**src/rtl/cfg_bus_master_if.sv**
```systemverilog
// Config bus master handshake bundle: host command/response channels plus the
// register bus toward the responder. The master modport is the bus master's view.
interface cfg_bus_master_if #(
  parameter int unsigned DATA_WIDTH = 32,
  parameter int unsigned ADDR_WIDTH = 5
);

  // Host command channel
  logic                  cmd_valid;
  logic                  cmd_ready;
  logic                  cmd_wr;
  logic [ADDR_WIDTH-1:0] cmd_addr;
  logic [DATA_WIDTH-1:0] cmd_wdata;

  // Host response channel
  logic                  rsp_valid;
  logic                  rsp_ready;
  logic [DATA_WIDTH-1:0] rsp_rdata;
  logic                  rsp_err;

  // Register bus toward the responder
  logic                  cs_n;
  logic                  wr_en;
  logic [ADDR_WIDTH-1:0] addr;
  logic [DATA_WIDTH-1:0] wr_data;
  logic [DATA_WIDTH-1:0] rd_data;
  logic                  resp;

  modport master (
    input  cmd_valid, cmd_wr, cmd_addr, cmd_wdata, rsp_ready, rd_data, resp,
    output cmd_ready, rsp_valid, rsp_rdata, rsp_err, cs_n, wr_en, addr, wr_data
  );

  modport slave (
    output cmd_valid, cmd_wr, cmd_addr, cmd_wdata, rsp_ready, rd_data, resp,
    input  cmd_ready, rsp_valid, rsp_rdata, rsp_err, cs_n, wr_en, addr, wr_data
  );

endinterface

```
**src/rtl/cfg_bus_master.sv**
```systemverilog
// Config bus master: turns one host command into a single-cycle chip-select
// access, waits (bounded) for read data, and holds the result until consumed.
module cfg_bus_master #(
  parameter int unsigned DATA_WIDTH = 32,
  parameter int unsigned ADDR_WIDTH = 5,
  parameter int unsigned TIMEOUT    = 15
) (
  input logic              clk,
  input logic              rst_n,
  cfg_bus_master_if.master bus
);

  typedef enum logic [1:0] {
    StIdle,
    StIssue,
    StWait,
    StDone
  } state_e;

  // Counter value on the WAIT cycle that would otherwise hit TIMEOUT
  localparam logic [7:0] TimeoutLast = 8'(TIMEOUT - 1);

  state_e                state_q;
  logic [7:0]            cnt_q;
  logic                  cs_n_q;
  logic                  wr_en_q;
  logic [ADDR_WIDTH-1:0] addr_q;
  logic [DATA_WIDTH-1:0] wr_data_q;
  logic                  rsp_valid_q;
  logic [DATA_WIDTH-1:0] rsp_rdata_q;
  logic                  rsp_err_q;

  // Transaction FSM with all bus and response outputs registered
  always_ff @(posedge clk) begin
    if (!rst_n) begin
      state_q     <= StIdle;
      cnt_q       <= '0;
      cs_n_q      <= 1'b1;
      wr_en_q     <= 1'b0;
      addr_q      <= '0;
      wr_data_q   <= '0;
      rsp_valid_q <= 1'b0;
      rsp_rdata_q <= '0;
      rsp_err_q   <= 1'b0;
    end else begin
      unique case (state_q)
        StIdle: begin
          // cmd_ready is implied here: IDLE and out of reset
          if (bus.cmd_valid) begin
            state_q   <= StIssue;
            addr_q    <= bus.cmd_addr;
            wr_en_q   <= bus.cmd_wr;
            wr_data_q <= bus.cmd_wr ? bus.cmd_wdata : '0;
            cs_n_q    <= 1'b0;
          end
        end
        StIssue: begin
          cs_n_q  <= 1'b1;
          wr_en_q <= 1'b0;
          if (wr_en_q) begin
            // Writes complete on the strobe cycle itself
            state_q     <= StDone;
            rsp_valid_q <= 1'b1;
            rsp_err_q   <= ~bus.resp;
            rsp_rdata_q <= '0;
          end else begin
            state_q <= StWait;
            cnt_q   <= '0;
          end
        end
        StWait: begin
          if (bus.resp) begin
            // A response on the final WAIT cycle still counts as success
            state_q     <= StDone;
            rsp_valid_q <= 1'b1;
            rsp_err_q   <= 1'b0;
            rsp_rdata_q <= bus.rd_data;
          end else if (cnt_q == TimeoutLast) begin
            state_q     <= StDone;
            cnt_q       <= cnt_q + 8'd1;
            rsp_valid_q <= 1'b1;
            rsp_err_q   <= 1'b1;
            rsp_rdata_q <= '0;
          end else begin
            cnt_q <= cnt_q + 8'd1;
          end
        end
        StDone: begin
          if (bus.rsp_ready) begin
            state_q     <= StIdle;
            rsp_valid_q <= 1'b0;
          end
        end
        default: begin
          state_q <= StIdle;
        end
      endcase
    end
  end

  // Drive the interface from the registered state
  always_comb begin
    bus.cmd_ready = (state_q == StIdle) && rst_n;
    bus.cs_n      = cs_n_q;
    bus.wr_en     = wr_en_q;
    bus.addr      = addr_q;
    bus.wr_data   = wr_data_q;
    bus.rsp_valid = rsp_valid_q;
    bus.rsp_rdata = rsp_rdata_q;
    bus.rsp_err   = rsp_err_q;
  end

endmodule

```
**src/flat_wrapper.sv**
```systemverilog
// flat-port wrapper written by rule: the top's interface ports become plain ports
module cfg_bus_master_flat 
#(
  parameter int unsigned DATA_WIDTH = 32,
  parameter int unsigned ADDR_WIDTH = 5,
  parameter int unsigned TIMEOUT    = 15
)
  (clk, rst_n, bus_cmd_valid, bus_cmd_wr, bus_cmd_addr, bus_cmd_wdata, bus_rsp_ready, bus_rd_data, bus_resp, bus_cmd_ready, bus_rsp_valid, bus_rsp_rdata, bus_rsp_err, bus_cs_n, bus_wr_en, bus_addr, bus_wr_data);
  cfg_bus_master_if #(.DATA_WIDTH(DATA_WIDTH), .ADDR_WIDTH(ADDR_WIDTH)) bus_i ();
  input logic clk;
  input logic rst_n;
  input wire logic [$bits(bus_i.cmd_valid)-1:0] bus_cmd_valid;
  input wire logic [$bits(bus_i.cmd_wr)-1:0] bus_cmd_wr;
  input wire logic [$bits(bus_i.cmd_addr)-1:0] bus_cmd_addr;
  input wire logic [$bits(bus_i.cmd_wdata)-1:0] bus_cmd_wdata;
  input wire logic [$bits(bus_i.rsp_ready)-1:0] bus_rsp_ready;
  input wire logic [$bits(bus_i.rd_data)-1:0] bus_rd_data;
  input wire logic [$bits(bus_i.resp)-1:0] bus_resp;
  output wire logic [$bits(bus_i.cmd_ready)-1:0] bus_cmd_ready;
  output wire logic [$bits(bus_i.rsp_valid)-1:0] bus_rsp_valid;
  output wire logic [$bits(bus_i.rsp_rdata)-1:0] bus_rsp_rdata;
  output wire logic [$bits(bus_i.rsp_err)-1:0] bus_rsp_err;
  output wire logic [$bits(bus_i.cs_n)-1:0] bus_cs_n;
  output wire logic [$bits(bus_i.wr_en)-1:0] bus_wr_en;
  output wire logic [$bits(bus_i.addr)-1:0] bus_addr;
  output wire logic [$bits(bus_i.wr_data)-1:0] bus_wr_data;
  assign bus_i.cmd_valid = bus_cmd_valid;
  assign bus_i.cmd_wr = bus_cmd_wr;
  assign bus_i.cmd_addr = bus_cmd_addr;
  assign bus_i.cmd_wdata = bus_cmd_wdata;
  assign bus_i.rsp_ready = bus_rsp_ready;
  assign bus_i.rd_data = bus_rd_data;
  assign bus_i.resp = bus_resp;
  assign bus_cmd_ready = bus_i.cmd_ready;
  assign bus_rsp_valid = bus_i.rsp_valid;
  assign bus_rsp_rdata = bus_i.rsp_rdata;
  assign bus_rsp_err = bus_i.rsp_err;
  assign bus_cs_n = bus_i.cs_n;
  assign bus_wr_en = bus_i.wr_en;
  assign bus_addr = bus_i.addr;
  assign bus_wr_data = bus_i.wr_data;
  cfg_bus_master #(.DATA_WIDTH(DATA_WIDTH), .ADDR_WIDTH(ADDR_WIDTH), .TIMEOUT(TIMEOUT)) u_core (.clk(clk), .rst_n(rst_n), .bus(bus_i));
endmodule
```
**config.mk**
```make
export PLATFORM = sky130hd
export DESIGN_NAME = cfg_bus_master_flat
export DESIGN_NICKNAME = d
export VERILOG_FILES = /design/src/rtl/cfg_bus_master_if.sv /design/src/rtl/cfg_bus_master.sv /design/src/flat_wrapper.sv
export SDC_FILE = /design/constraint.sdc
export NUM_CORES = 1
export LEC_CHECK = 0
export CORE_MARGIN = 3
export CORE_UTILIZATION = 40
export CTS_CLUSTER_DIAMETER = 150
export DETAILED_ROUTE_END_ITERATION = 16
export HOLD_SLACK_MARGIN = 0.06
export PLACE_DENSITY = 0.76
export SYNTH_ARGS = -nofsm -noshare
export SYNTH_HDL_FRONTEND = slang
export SYNTH_SLANG_ARGS = --single-unit
```
**constraint.sdc**
```tcl
create_clock -name clk -period 3.55 [get_ports clk]
set_input_delay 0.71 -clock clk [delete_from_list [all_inputs] [get_ports clk]]
set_output_delay 0.71 -clock clk [all_outputs]
set_load 0.01 [all_outputs]
```
==> metrics.csv <==
stage,metric,value,unit
outcome,status,"complete, no violations",
timing,Final Hold Viols,0,
finish,layout cells sized above 1,0.0520,
placement,dpl hpwl,6860,um
clocking,CTS buffer count,9,
drt,Initial DRC Count,100,
timing,WHS,0.463,ns
yosys,Mapped Area,3550,um2
grt,largest net degree at the start of global routing,82,
clocking,Root Driver,clkbuf_8,
clocking,Post-CTS Hold Fix Bufs,0,
grt,initial antenna violation count,0,
timing,Achievable Freq,0.382,GHz
yosys,mux cell area share after synthesis,0.0903,
setup_path,crit-path max FO,7,
finish,Multi-input gate area,1710,um2
yosys,"Async S/R FF share, synth",0,
drt,Post-Route WL,9560,um
setup_path,worst r2r src,u_core.state_q[1],
setup_path,critical path's slowest cell,clkdlybuf4s50_1,
run,max cap viols,0,
grt,met2 global-route usage,0.318,
drt,wire length per cell,14.9,um
die,Core Region,8420,um2
die,io pins,149,
placement,PortBufs,148,
finish,post-layout util,0.620,
setup_path,critical path type,flop to output pin,
timing,RSZ-0062 raised after global routing,false,
setup_path,worst endpoint data arrival time,1.91,ns
finish,layout overhead on the synthesized area,47.4,%
setup_path,"CP delay by family, top",buffers and inverters,
grt,met1 Use GR,0.221,
timing,Setup-failing EPs final,0,
yosys,largest family of logic cells by synthesized area,simple AND/OR/NAND/NOR gates,
yosys,post-synth cell types,38,
placement,Placer Congestion,0.812,
timing,max_slew headroom,0.523,
grt,first-pass GRT wire length,15200,um
placement,placed cell count,627,
timing,post-route setup slack,0.933,ns
drt,DRC viols,0,
drt,Antenna Violating Nets Remaining,0,
grt,grt ovf,0,
grt,vias in the first global route,3215,
finish,Layout fillers,729,
finish,nets,614,
clocking,cts repair resizes,0,
finish,Ant. Diodes,0,
yosys,Post-Synth Adder-Cell Area,0.0212,
hold_path,Hold Path Class,flop to flop,
timing,Slew @ Worst Pin,0.715,ns
finish,fin area,5230,um2
yosys,Post-Synth XOR/XNOR Area,0.0124,
yosys,post-synthesis register bit count,83,
timing,Setup TNS,0,ns
yosys,"top cells by count, synth","112 x nand2_1, 83 x dfxtp_1, 37 x a21boi_0",
placement,DP Area,5030,um2
yosys,"EDFF count, synth",0,
yosys,compound-gate portion of the synthesized area,0.126,
finish,Reg area,1660,um2
yosys,sequential fraction of the synthesis area,0.469,
timing,Final Max Slew Viols,0,
power_and_ir_drop,Worst IR Drop VDD,0.405,mV
clocking,CTS tree,yes,
setup_path,Worst path max stage delay,0.57,ns
yosys,Synth area leaders,"dfxtp_1 47%, nand2_1 12%, mux2i_1 9.0%",
placement,Post-Place Worst Slack,0.948,ns
clocking,H-tree Lvls,3,
setup_path,CP startpoint kind,flop,
timing,final worst path period share,0.737,
power_and_ir_drop,Pwr per Cell Area,548,nW/um2
setup_path,Critical path origin,u_core.state_q[1],
yosys,Post-Syn Instances,397,
clocking,clk buf depth,2,
die,die area,10000,um2
timing,Final min period,2.62,ns
drt,vias per cell,4.97,
yosys,warnings from Yosys,0,
timing,Clock Skew,0.0136,ns
hold_path,hold path start,u_core.bus.rsp_rdata[6],
yosys,biggest area consumer among synthesized cells,dfxtp_1,
drt,Initial DRT Pass Iterations,4,
die,Rows,33,
yosys,Syn Nets,478,
yosys,Syn Area/Cell,8.93,um2
grt,GRT busiest layer,met2,
setup_path,"Req. time, crit path",2.84,ns
yosys,Synth top area share,0.469,
power_and_ir_drop,Pleak,1.85,nW
grt,Total GRT Usage,0.188,
power_and_ir_drop,total chip power,2.86,mW
drt,Via Count,3195,
setup_path,Buf/Inv on CP,2,
clocking,setup bufs post-CTS,0,
yosys,Simple-Gate Fraction of Synth Area,0.232,
grt,met3 usage,0.0688,
clocking,Clock Pin Slew Worst Setup and Hold Paths,0.08,ns
die,DIE WIDTH,100,um
yosys,ys flop type,dfxtp_1,
clocking,sinks on the clock net,83,
die,Starting Density,0.421,
die,DIE HEIGHT,100,um
yosys,most common cell in the netlist,nand2_1,
clocking,Worst-Skew Late Latency,0.34,ns
finish,"non-filler cells, final",643,
setup_path,CP Cell Sequence,inv_1 > ha_1 > and2_1 > clkdlybuf4s50_1,
setup_path,CP endpoint kind,output pin,
==> power breakdown <==
part | internal, mW | switching (mW)
Clock | 0.344 | 0.332
Combinational | 0.510 | 0.595
Sequential | 1.02 | 0.0590
Total | 1.88 | 0.986
==> per-layer routing <==
layer  part of all wire  wire [um]
met1               0.42       4050
met2               0.47       4470
met3              0.094        900
met4              0.015        144
met5                  0          0
==> flip-flops by register name (all words and copies together), names as in the netlist <==
register	flops
u_core.bus.rsp_valid	1
u_core.bus.rsp_rdata	32
u_core.bus.wr_en	1
u_core.bus.addr	5
u_core.cnt_q	8
u_core.bus.cs_n	1
u_core.bus.wr_data	32
u_core.state_q	2
u_core.bus.rsp_err	1
==> tightest hold or removal path, stage by stage, from the launching register on <==
cell	delay, ns
dfxtp_1	0.32
nand2_1	0.05
mux2i_1	0.05
==> cells by family after synthesis <==
kind of cell             Yosys count
AND/OR/NAND/NOR                  181
flip-flops                        83
AO/OA/AOI/OAI                     58
buffers and inverters             32
multiplexers                      32
adder cells (fa/ha/maj)            6
XOR/XNOR                           5
==> cell type report <==
type | count | share of cell area
inverters | 4 | 0.00287
repair buffers | 153 | 0.290
flip-flops and latches | 83 | 0.318
clock buffers | 12 | 0.0278
clock inverters | 4 | 0.00958
multi-input cells | 282 | 0.327
well taps | 105 | 0.0251
==> final timing paths <==
path,end,slack [ns],depth (start not counted)
setup / recovery,bus_cmd_ready,0.93,4
hold / removal,u_core.bus.rsp_rdata[6],0.46,2
setup reg to reg,u_core.bus.rsp_rdata[30],1.55,6
hold reg to reg,u_core.bus.rsp_rdata[6],0.46,2
==> cell usage in the layout, fill, tap and decap left out, types with 2 or more instances in the layout <==
master,synthesis,routed
clkbuf_1,17,2
nand2b_1,4,4
clkdlybuf4s50_1,0,147
inv_1,4,4
and2_1,4,4
clkbuf_8,0,10
a22oi_1,2,2
dfxtp_1,83,83
nand2_1,112,112
buf_4,0,5
a21oi_1,4,4
nand3_1,36,36
a21boi_0,37,37
nand4_1,4,4
mux2i_1,32,32
o21ai_0,5,5
xor2_1,5,5
nor2b_1,5,5
ha_1,6,6
nor2_1,7,7
o211a_1,2,2
clkinvlp_4,0,2
Power figures use the tool's default switching activity.
